==> src/rtl/seq_mult_pkg.sv <==
// Shared types and helpers for the sequential shift-add multiplier.
// Optional build macro EARLY_TERM_EN is consumed by seq_shift_add_multiplier.
package seq_mult_pkg;

    typedef enum logic [1:0] {
        IDLE = 2'd0,
        CALC = 2'd1,
        DONE = 2'd2
    } state_t;

    // Bits needed to hold a down-counter that starts at n and ends at 0.
    function automatic int cnt_width(input int n);
        return $clog2(n + 1);
    endfunction

endpackage

==> src/rtl/seq_mult_datapath.sv <==
// Shift-add datapath: shifted multiplicand, shifting multiplier and accumulator.
// The controller issues load (capture operands) and step (one radix-2 iteration).
module seq_mult_datapath
    import seq_mult_pkg::*;
#(
    parameter int M = 8,
    parameter int N = 8
) (
    input  logic             clk,
    input  logic             rst,
    input  logic             load,
    input  logic             step,
    input  logic [M-1:0]     a,
    input  logic [N-1:0]     b,
    output logic [M+N-1:0]   acc_next,
    output logic             b_last
);

    localparam int PW = M + N;

    logic [PW-1:0] a_sh;
    logic [N-1:0]  b_sh;
    logic [PW-1:0] acc;

    // Operand capture on load, one shift-add iteration per step.
    // NOTE: registers use non-blocking assignments so every flop samples pre-edge values.
    always_ff @(posedge clk or posedge rst) begin
        if (rst) begin
            a_sh <= '0;
            b_sh <= '0;
            acc  <= '0;
        end else if (load) begin
            a_sh <= {{N{1'b0}}, a};
            b_sh <= b;
            acc  <= '0;
        end else if (step) begin
            acc  <= acc_next;
            a_sh <= a_sh << 1;
            b_sh <= b_sh >> 1;
        end
    end

    // Accumulator value after the current iteration; the full-width sum cannot overflow.
    assign acc_next = b_sh[0] ? acc + a_sh : acc;

    // No set multiplier bits remain once the current bit has been consumed.
    assign b_last = ((b_sh >> 1) == '0);

endmodule

==> src/rtl/seq_shift_add_multiplier.sv <==
// Sequential unsigned M x N multiplier, one multiplier bit per clock,
// with valid/ready handshakes on operands and product.
// Build macro EARLY_TERM_EN: leave CALC as soon as the remaining multiplier
// bits are all zero (B==0 goes straight to DONE); products are unchanged.
module seq_shift_add_multiplier
    import seq_mult_pkg::*;
#(
    parameter int M = 8,
    parameter int N = 8
) (
    input  logic             clk,
    input  logic             rst,
    input  logic             in_valid,
    output logic             in_ready,
    input  logic [M-1:0]     A,
    input  logic [N-1:0]     B,
    output logic             out_valid,
    input  logic             out_ready,
    output logic [M+N-1:0]   P
);

    localparam int PW = M + N;
    localparam int CW = cnt_width(N);

    state_t          state;
    state_t          state_next;
    logic [CW-1:0]   cnt;
    logic            load;
    logic            step;
    logic            calc_exit;
    logic [PW-1:0]   acc_next;
    logic            b_last;

    seq_mult_datapath #(
        .M (M),
        .N (N)
    ) u_datapath (
        .clk      (clk),
        .rst      (rst),
        .load     (load),
        .step     (step),
        .a        (A),
        .b        (B),
        .acc_next (acc_next),
        .b_last   (b_last)
    );

`ifdef EARLY_TERM_EN
    assign calc_exit = (cnt == CW'(1)) || b_last;
`else
    logic unused_b_last;
    assign unused_b_last = b_last;
    assign calc_exit     = (cnt == CW'(1));
`endif

    // State register.
    always_ff @(posedge clk or posedge rst) begin
        if (rst) begin
            state <= IDLE;
        end else begin
            state <= state_next;
        end
    end

    // Next-state and datapath control decode.
    // NOTE: every output gets a default first so no path leaves a latch behind.
    always_comb begin
        state_next = state;
        load       = 1'b0;
        step       = 1'b0;
        case (state)
            IDLE: begin
                if (in_valid) begin
                    load       = 1'b1;
                    state_next = CALC;
`ifdef EARLY_TERM_EN
                    if (B == '0) begin
                        state_next = DONE;
                    end
`endif
                end
            end
            CALC: begin
                step = 1'b1;
                if (calc_exit) begin
                    state_next = DONE;
                end
            end
            DONE: begin
                if (out_ready) begin
                    state_next = IDLE;
                end
            end
            default: state_next = IDLE;
        endcase
    end

    // Iteration counter and product register; P only changes on the edge entering DONE.
    always_ff @(posedge clk or posedge rst) begin
        if (rst) begin
            cnt <= '0;
            P   <= '0;
        end else begin
            if (load) begin
                cnt <= CW'(N);
            end else if (step) begin
                cnt <= cnt - 1'b1;
            end
            if (step && calc_exit) begin
                P <= acc_next;
`ifdef EARLY_TERM_EN
            end else if (load && (B == '0)) begin
                P <= '0;
`endif
            end
        end
    end

    assign in_ready  = (state == IDLE);
    assign out_valid = (state == DONE);

endmodule

==> config.mk <==
export PLATFORM = sky130hd
export DESIGN_NAME = seq_shift_add_multiplier
export DESIGN_NICKNAME = d
export VERILOG_FILES = /design/src/rtl/seq_mult_pkg.sv /design/src/rtl/seq_mult_datapath.sv /design/src/rtl/seq_shift_add_multiplier.sv
export SDC_FILE = /design/constraint.sdc
export NUM_CORES = 1
export LEC_CHECK = 0
export CORE_ASPECT_RATIO = 1.2
export CORE_UTILIZATION = 60
export DETAILED_ROUTE_END_ITERATION = 10
export PLACE_DENSITY = 0.81
export SKIP_CTS_REPAIR_TIMING = 1
export SLEW_MARGIN = 20
export SYNTH_ARGS = -nofsm -noshare
export SYNTH_HDL_FRONTEND = slang
export SYNTH_HIERARCHICAL = 1
export SYNTH_SLANG_ARGS = --single-unit
==> constraint.sdc <==
create_clock -name clk -period 5.14 [get_ports clk]
set_clock_uncertainty 0.1 [all_clocks]
set_input_delay 1.028 -clock clk [delete_from_list [all_inputs] [get_ports clk]]
set_output_delay 1.028 -clock clk [all_outputs]
set_load 0.02 [all_outputs]
* Word level (Yosys, flattened, before mapping) *
Index checks and enable logic that the tools add are counted.

word-level totals
  logic and storage cells = 34
  input bits = 20
  flip-flop bits (word level) = 62
  output and inout port bits = 18

cells by class
  mux-type cells = 16
  add/subtract/negate cells = 2
  equality and inequality tests = 6
  reduce and logical (&&, ||, !) cells = 4

operator list
  cell                   number
  $mux W16               5
  $add A16 B16 Y16       1
  $mux W8                2
  $mux W4                2
  $mux W2                3
  $pmux W2 S3            1
  $eq A4 B1 Y1 const B   1
  $ne A2 B2 Y1 const B   2
  $sub A4 B1 Y4 const B  1
  $mux W1                3
  $reduce_and A3 Y1      1
  $eq A2 B1 Y1 const B   1
  $eq A2 B2 Y1 const B   1
  $logic_not A2 Y1       1
  $ne A2 B1 Y1 const B   1
  $reduce_bool A2 Y1     1
  $logic_and A1 B1 Y1    1

* Logic depth before layout (Yosys ltp) *
Gate-level depths: netlist of the first run.

  word-level depth = 4
  gate-level depth with buffers = 9
  mapped depth without buffers = 9

* Hierarchy *
The synthesis of the first run kept the hierarchy.

by module, submodules not included
  module                    cells each  area each (um^2)  instances  seq. area each (um^2)
  seq_mult_datapath         306         2815.2            1          1001.0
  seq_shift_add_multiplier  66          958.4             1          550.5

* Worst setup path after synthesis of the first run *
Ideal clock, no wire load.

  kind = register -> register
  start point = register u_datapath.a_sh[0]
  end point = register P[12]
  setup slack = 2.492 ns
  stages on the path, launching flop included = 10
  path buffers = 0
  library setup time = 0.125 ns
  period minus slack after synthesis = 2.648 ns
  data required time = 4.915 ns
  arrival time = 2.423 ns
  cells stage by stage = dfrtp_1 -> ha_1 -> fa_1 -> a21o_1 -> a21oi_2 -> o211ai_1 -> a41o_1 -> xor2_1 -> mux2_2 -> mux2_2

between the ends
  cells in the longest elaborated chain, start to end = 2

RTL lines
  item                    RTL line                         source
  start, declared         seq_mult_datapath.sv:21          logic [PW-1:0] a_sh;
  start signal, assigned  seq_mult_datapath.sv:33          a_sh <= {{N{1'b0}}, a};
  start signal, assigned  seq_mult_datapath.sv:38          a_sh <= a_sh << 1;
  $add A16 B16 Y16        seq_mult_datapath.sv:44          assign acc_next = b_sh[0] ? acc + a_sh : acc;
  $mux W16                seq_mult_datapath.sv:44
  named net acc_next[12]  seq_shift_add_multiplier.sv:31   logic [PW-1:0] acc_next;
  end signal, assigned    seq_shift_add_multiplier.sv:110  P <= acc_next;
  end, declared           seq_shift_add_multiplier.sv:19   output logic [M+N-1:0] P

The timed path passes the listed nets, and every way through them passes these cells.
A chain may end at the register's enable or synchronous reset.

* Final worst setup path of the first run *
  start point = input port in_valid
  end point = register u_datapath.acc[9]

between the ends
  cells in the longest elaborated chain, start to end = 3
  elaborated cells between the ends (all ways) = 4
  those cells by class = 3 x mux; 1 x reduce/logical

RTL lines
  item                                                   RTL line                        source
  start, declared                                        seq_shift_add_multiplier.sv:13  input logic in_valid,
  $mux W1 (*)                                            seq_shift_add_multiplier.sv:73  if (in_valid) begin
  $mux W1 (*)                                            seq_shift_add_multiplier.sv:71  case (state)
  named net load                                         seq_shift_add_multiplier.sv:28  logic load;
  $mux W16 / $reduce_bool A2 Y1 (equally long branches)  n/a
  end signal, assigned                                   seq_mult_datapath.sv:37         acc <= acc_next;
  end, declared                                          seq_mult_datapath.sv:23         logic [PW-1:0] acc;

Mark *: on every way through the listed nets, which the timed path passes. The rest lies on a longest branch.

==> impl_metrics.toml, run 1 <==
[job]
cap_violations = 0

[cts]
cts_buffers = 9
cts_sinks = 62
clk_pin_slew_ns = 0.07
cts_buffer_depth = 2
clk_latency_ns = 0.34
htree_num_levels = 3
root_buffer = "clkbuf_8"
tritoncts = "yes"

[power]
pwr-share-comb_pct = 52.3
switchingPower_mw = 1.14
power_density_nw_per_um2 = 632
p_int_mw = 1.59
power.leakage_nw = 2.16
switching_share_pct = 41.8
ir_drop_mv = 0.293
power.clock.fraction_pct = 15.7
power_mw = 2.73
power_frac_seq_pct = 32.0

[detailed_routing]
wl_per_cell_um = 15.5
num_vias = 2831
viasPerCell = 5.81
drtPass1Iterations = 4
post-route-drc-count = 0
wl_um = 7550
ant_nets = 0
first_iter_violations = 185

[setup_path]
critPathTopFamily = "buffers and inverters"
worstPathArrival_ns = 3.14
worst_setup_path_start_kind = "primary input"
cp_num_buf_inv = 3
slowest_stage = "clkdlybuf4s50_1"
crit_chain = "clkdlybuf4s50_1 -> and2_1 -> buf_4 -> inv_1 -> and3_1 -> and3_1 -> a311o_1"
r2r_setup_slack_ns = 2.22
end_kind = "flip-flop"
cp_common_cell = "and3_1"
slowest_delay_ns = 0.47
path_class = "in2reg"
cp_max_fo = 53
worst_ep_required_time_ns = 5.26

[worst_hold_path]
min_path_type = "reg2reg"

[sta]
finalSetupTns_ns = 0
setup_viol = 0
finalCriticalPeriod_ns = 3.02
rsz0062_at_grt = "false"
fin_crit_sh_pct = 58.8
fmax_ghz = 0.331
maxSlewViolCount = 0
finalHoldViolCount = 0
slew_headroom_pct = 41.2
tightest_slew_ns = 0.881

[die]
core_region_area_um2 = 6050
die-width_um = 74.3
die_h_um = 88.7
initial_utilization_pct = 62.1
row_count = 31
die_area_um2 = 6590
io_pins = 38

[placement]
gp_congestion = 0.855
dpl.hpwl_um = 5310
portBuffers = 37
placed_area_um2 = 4130

[global_routing]
grt-ovfl-total = 0
grt_pass1_wl_um = 12900
grt_pass1_vias = 2755
grt_use_met2_pct = 41.7
antenna_found_initial = 0
grt_max_degree = 54
busiest_layer = "met2"
grt.met1_usage_pct = 34.6
grt.total_usage_pct = 25.9
grtUsageMet3_pct = 3.64

[finish]
final_common_cell = "dfrtp_1"
fin_nets = 438
layout_common_cells = "62 x dfrtp_1, 43 x nand2_1, 37 x clkdlybuf4s50_1, 29 x mux2i_1, 25 x o21ai_0"
drive_above_1_share_pct = 13.1
area_delta_synth_final_pct = 15.0
n_antenna_cell = 0
finalInstanceArea_um2 = 4330

[synth]
syn_avg_cell_area_um2 = 10.2
synthesis.nets = 408
synth.cell_area_um2 = 3760
synth_cells = 370
yosys_warnings = 6

[outcome]
status = "finished clean"
## registers in the layout (all words and copies together), names as in the netlist
name	count
P	16
cnt	4
state	2
u_datapath/a_sh	16
u_datapath/acc	16
u_datapath/b_sh	8
## power groups by stage
stage,sequential (mW),combinational [mW],clock (mW)
after floorplan,0.886,1.09,0
final,0.876,1.43,0.428
after CTS,0.875,1.43,0.436
after global routing,0.906,1.59,0.460
after global placement,0.873,1.39,0
after detailed placement,0.881,1.42,0
## routing by layer
layer  wire, um  vias up
met1       3420     1360
li1           -     1380
met5          0        -
met3        352       12
met2       3640       79
met4        139        0
## area by class of cell
cell class / instances / area, um2
clock buffers: 12 / 155
multi-input cells: 273 / 2030
inverters: 15 / 56.3
clock inverters: 4 / 45.0
flip-flops and latches: 62 / 1550
well taps: 82 / 103
fillers: 479 / 1730
repair buffers: 39 / 385
## per-stage QoR
| step | hold WS [ns] | instances | utilization, % | setup WS, ns |
|---|---|---|---|---|
| 6_report | 0.405 | 487 | 71.5 | 2.12 |
| 5_1_grt | 0.427 | 487 | 71.5 | 2.00 |
| 4_1_cts | 0.409 | 487 | 71.5 | 2.16 |
| 3_5_place_dp | 0.398 | 471 | 68.2 | 1.81 |
| 3_3_place_gp | 0.388 | 471 | 68.2 | 1.86 |
| 2_1_floorplan | 0.373 | 370 | - | 2.49 |
## worst reg2reg max path: stages (launching register included)
cell      delay (ns)
dfrtp_1         0.41
ha_1            0.26
fa_1            0.41
a21o_1          0.18
a21oi_2         0.22
o211ai_1        0.20
a41oi_1         0.38
xnor2_1         0.09
mux2_2          0.29
mux2_4          0.27
## final timing paths
kind                       cells past startpoint                           start                             to
max in group asynchronous                      2                             rst              P[15]$_DFFE_PP0P_
min reg2reg                                    1                P[2]$_DFFE_PP0P_               P[2]$_DFFE_PP0P_
min in group asynchronous                      3                             rst  u_datapath/acc[1]$_DFFE_PP0P_
max                                            7                        in_valid  u_datapath/acc[9]$_DFFE_PP0P_
max reg2reg                                    9  u_datapath/a_sh[0]$_DFFE_PP0P_              P[10]$_DFFE_PP0P_
min                                            1                P[2]$_DFFE_PP0P_               P[2]$_DFFE_PP0P_
(Power assumes the default switching activity.)
==> inputs of run 2 (changes only) <==
--- a/config.mk
+++ b/config.mk
@@ -6,9 +6,9 @@
 export NUM_CORES = 1
 export LEC_CHECK = 0
 export CORE_ASPECT_RATIO = 1.2
-export CORE_UTILIZATION = 60
+export CORE_UTILIZATION = 52
 export DETAILED_ROUTE_END_ITERATION = 10
-export PLACE_DENSITY = 0.81
+export PLACE_DENSITY = 0.75
 export SKIP_CTS_REPAIR_TIMING = 1
 export SLEW_MARGIN = 20
 export SYNTH_ARGS = -nofsm -noshare
==> constraint.sdc (replaced) <==
create_clock -name clk -period 2.7 [get_ports clk]
set_clock_uncertainty 0.1 [all_clocks]
set_input_delay 0.54 -clock clk [delete_from_list [all_inputs] [get_ports clk]]
set_output_delay 0.54 -clock clk [all_outputs]
set_load 0.02 [all_outputs]
==> impl_metrics.toml, run 2 (same netlist as run 1, synthesis figures left out) <==
[placement]
dp_cells = 492
portBuffers = 37
gp_congestion = 0.840
dpl.hpwl_um = 5960

[sta]
tightest_slew_ns = 0.523
finalHoldViolCount = 0
fmax_ghz = 0.378
maxSlewViolCount = 0
finalCriticalPeriod_ns = 2.65
rsz0062_at_grt = "true"
setup_viol = 0
fin_crit_sh_pct = 98.1
slew_headroom_pct = 65.0
finalSetupTns_ns = 0

[detailed_routing]
viasPerCell = 5.73
ant_nets = 0
drtPass1Iterations = 4
wl_per_cell_um = 16.1
wl_um = 8200
num_vias = 2923
post-route-drc-count = 0
first_iter_violations = 114

[finish]
area_delta_synth_final_pct = 21.0
layout_common_cells = "62 x dfrtp_1, 43 x nand2_1, 37 x clkdlybuf4s50_1, 29 x mux2i_1, 25 x o21ai_0"
final_cells = 510
n_antenna_cell = 0
final_common_cell = "dfrtp_1"
drive_above_1_share_pct = 18.0
reg.largest.list = "P x16, u_datapath/a_sh x16, u_datapath/acc x16"
fin_nets = 456

[global_routing]
grt.total_usage_pct = 23.7
antenna_found_initial = 0
grt-ovfl-total = 0
grt_pass1_vias = 2764
grt_pass1_wl_um = 13500
grt_max_degree = 41

[worst_hold_path]
min_path_type = "reg2reg"

[cts]
root_buffer = "clkbuf_8"
tritoncts = "yes"
clk_latency_ns = 0.35
cts_buffer_depth = 2
htree_num_levels = 3
cts_buffers = 9
clk_pin_slew_ns = 0.07
cts_sinks = 62

[setup_path]
cp_max_fo = 3
worst_ep_required_time_ns = 2.83
path_class = "reg2reg"
worst_setup_path_start_kind = "flip-flop"
worstPathArrival_ns = 2.78
end_kind = "flip-flop"

[die]
core_region_area_um2 = 6900
row_count = 33
io_pins = 38
die_h_um = 95.2
initial_utilization_pct = 54.5
die-width_um = 79.6
die_area_um2 = 7580

[job]
cap_violations = 0

[power]
ir_drop_mv = 0.569
power_density_nw_per_um2 = 1220
power.leakage_nw = 2.26

[outcome]
status = "finished clean"
-- run 2: path summary, 6_finish.rpt --
check                                              startpoint                             to  slack, ns  depth (start not counted)
worst max-delay path            u_datapath/acc[0]$_DFFE_PP0P_              P[12]$_DFFE_PP0P_       0.05                          9
worst min register to register               P[1]$_DFFE_PP0P_               P[1]$_DFFE_PP0P_       0.41                          1
worst min-delay path                         P[1]$_DFFE_PP0P_               P[1]$_DFFE_PP0P_       0.41                          1
max in group asynchronous                                 rst  u_datapath/acc[8]$_DFFE_PP0P_       1.58                          3
min in group asynchronous                                 rst             cnt[2]$_DFFE_PP0P_       0.45                          3
worst max register to register  u_datapath/acc[0]$_DFFE_PP0P_              P[12]$_DFFE_PP0P_       0.05                          9
-- run 2: metal layers --
layer | vias to the layer above | global-route usage (%) | share of wire [%]
met5 | - | 0 | 0
li1 | 1428 | - | -
met2 | 52 | 38.0 | 49
met1 | 1431 | 31.7 | 47
met4 | 0 | 10.5 | 1.6
met3 | 12 | 3.83 | 2.5
-- run 2: critical path, stage by stage (launching register included) --
cell      delay (ns)
dfrtp_1         0.43
ha_4            0.19
fa_2            0.34
a21o_1          0.17
a21oi_2         0.15
o211ai_1        0.19
a41o_1          0.32
xor2_1          0.14
mux2_4          0.25
mux2_4          0.26
-- run 2: report_power, final --
part	leakage, nW	switching [mW]	internal [mW]
Sequential	0.803	0.350	1.32
Clock	0.120	0.350	0.594
Combinational	1.34	1.58	1.38
-- run 2: stage by stage --
step                      power (mW)  area [um2]  worst slack [ns]  utilization [%]  hold slack (ns)
after floorplan                 3.77        3760            0.0519                -            0.373
after global placement          4.46        4250            0.0518             61.7            0.390
after detailed placement        4.54        4250           -0.0170             61.7            0.392
after CTS                       5.51        4490           -0.0445             65.1            0.412
after global routing            5.94        4550           -0.0381             66.0            0.425
final                           5.57        4550            0.0512             66.0            0.409
-- run 2: area by class of cell --
class / instances / area (um2)
Fill cell: 578 / 2350
Multi-Input combinational cell: 273 / 2080
Clock buffer: 13 / 169
Inverter: 15 / 56.3
Timing Repair Buffer: 57 / 520
Clock inverter: 3 / 65.1
Sequential cell: 62 / 1550
Tap cell: 87 / 109
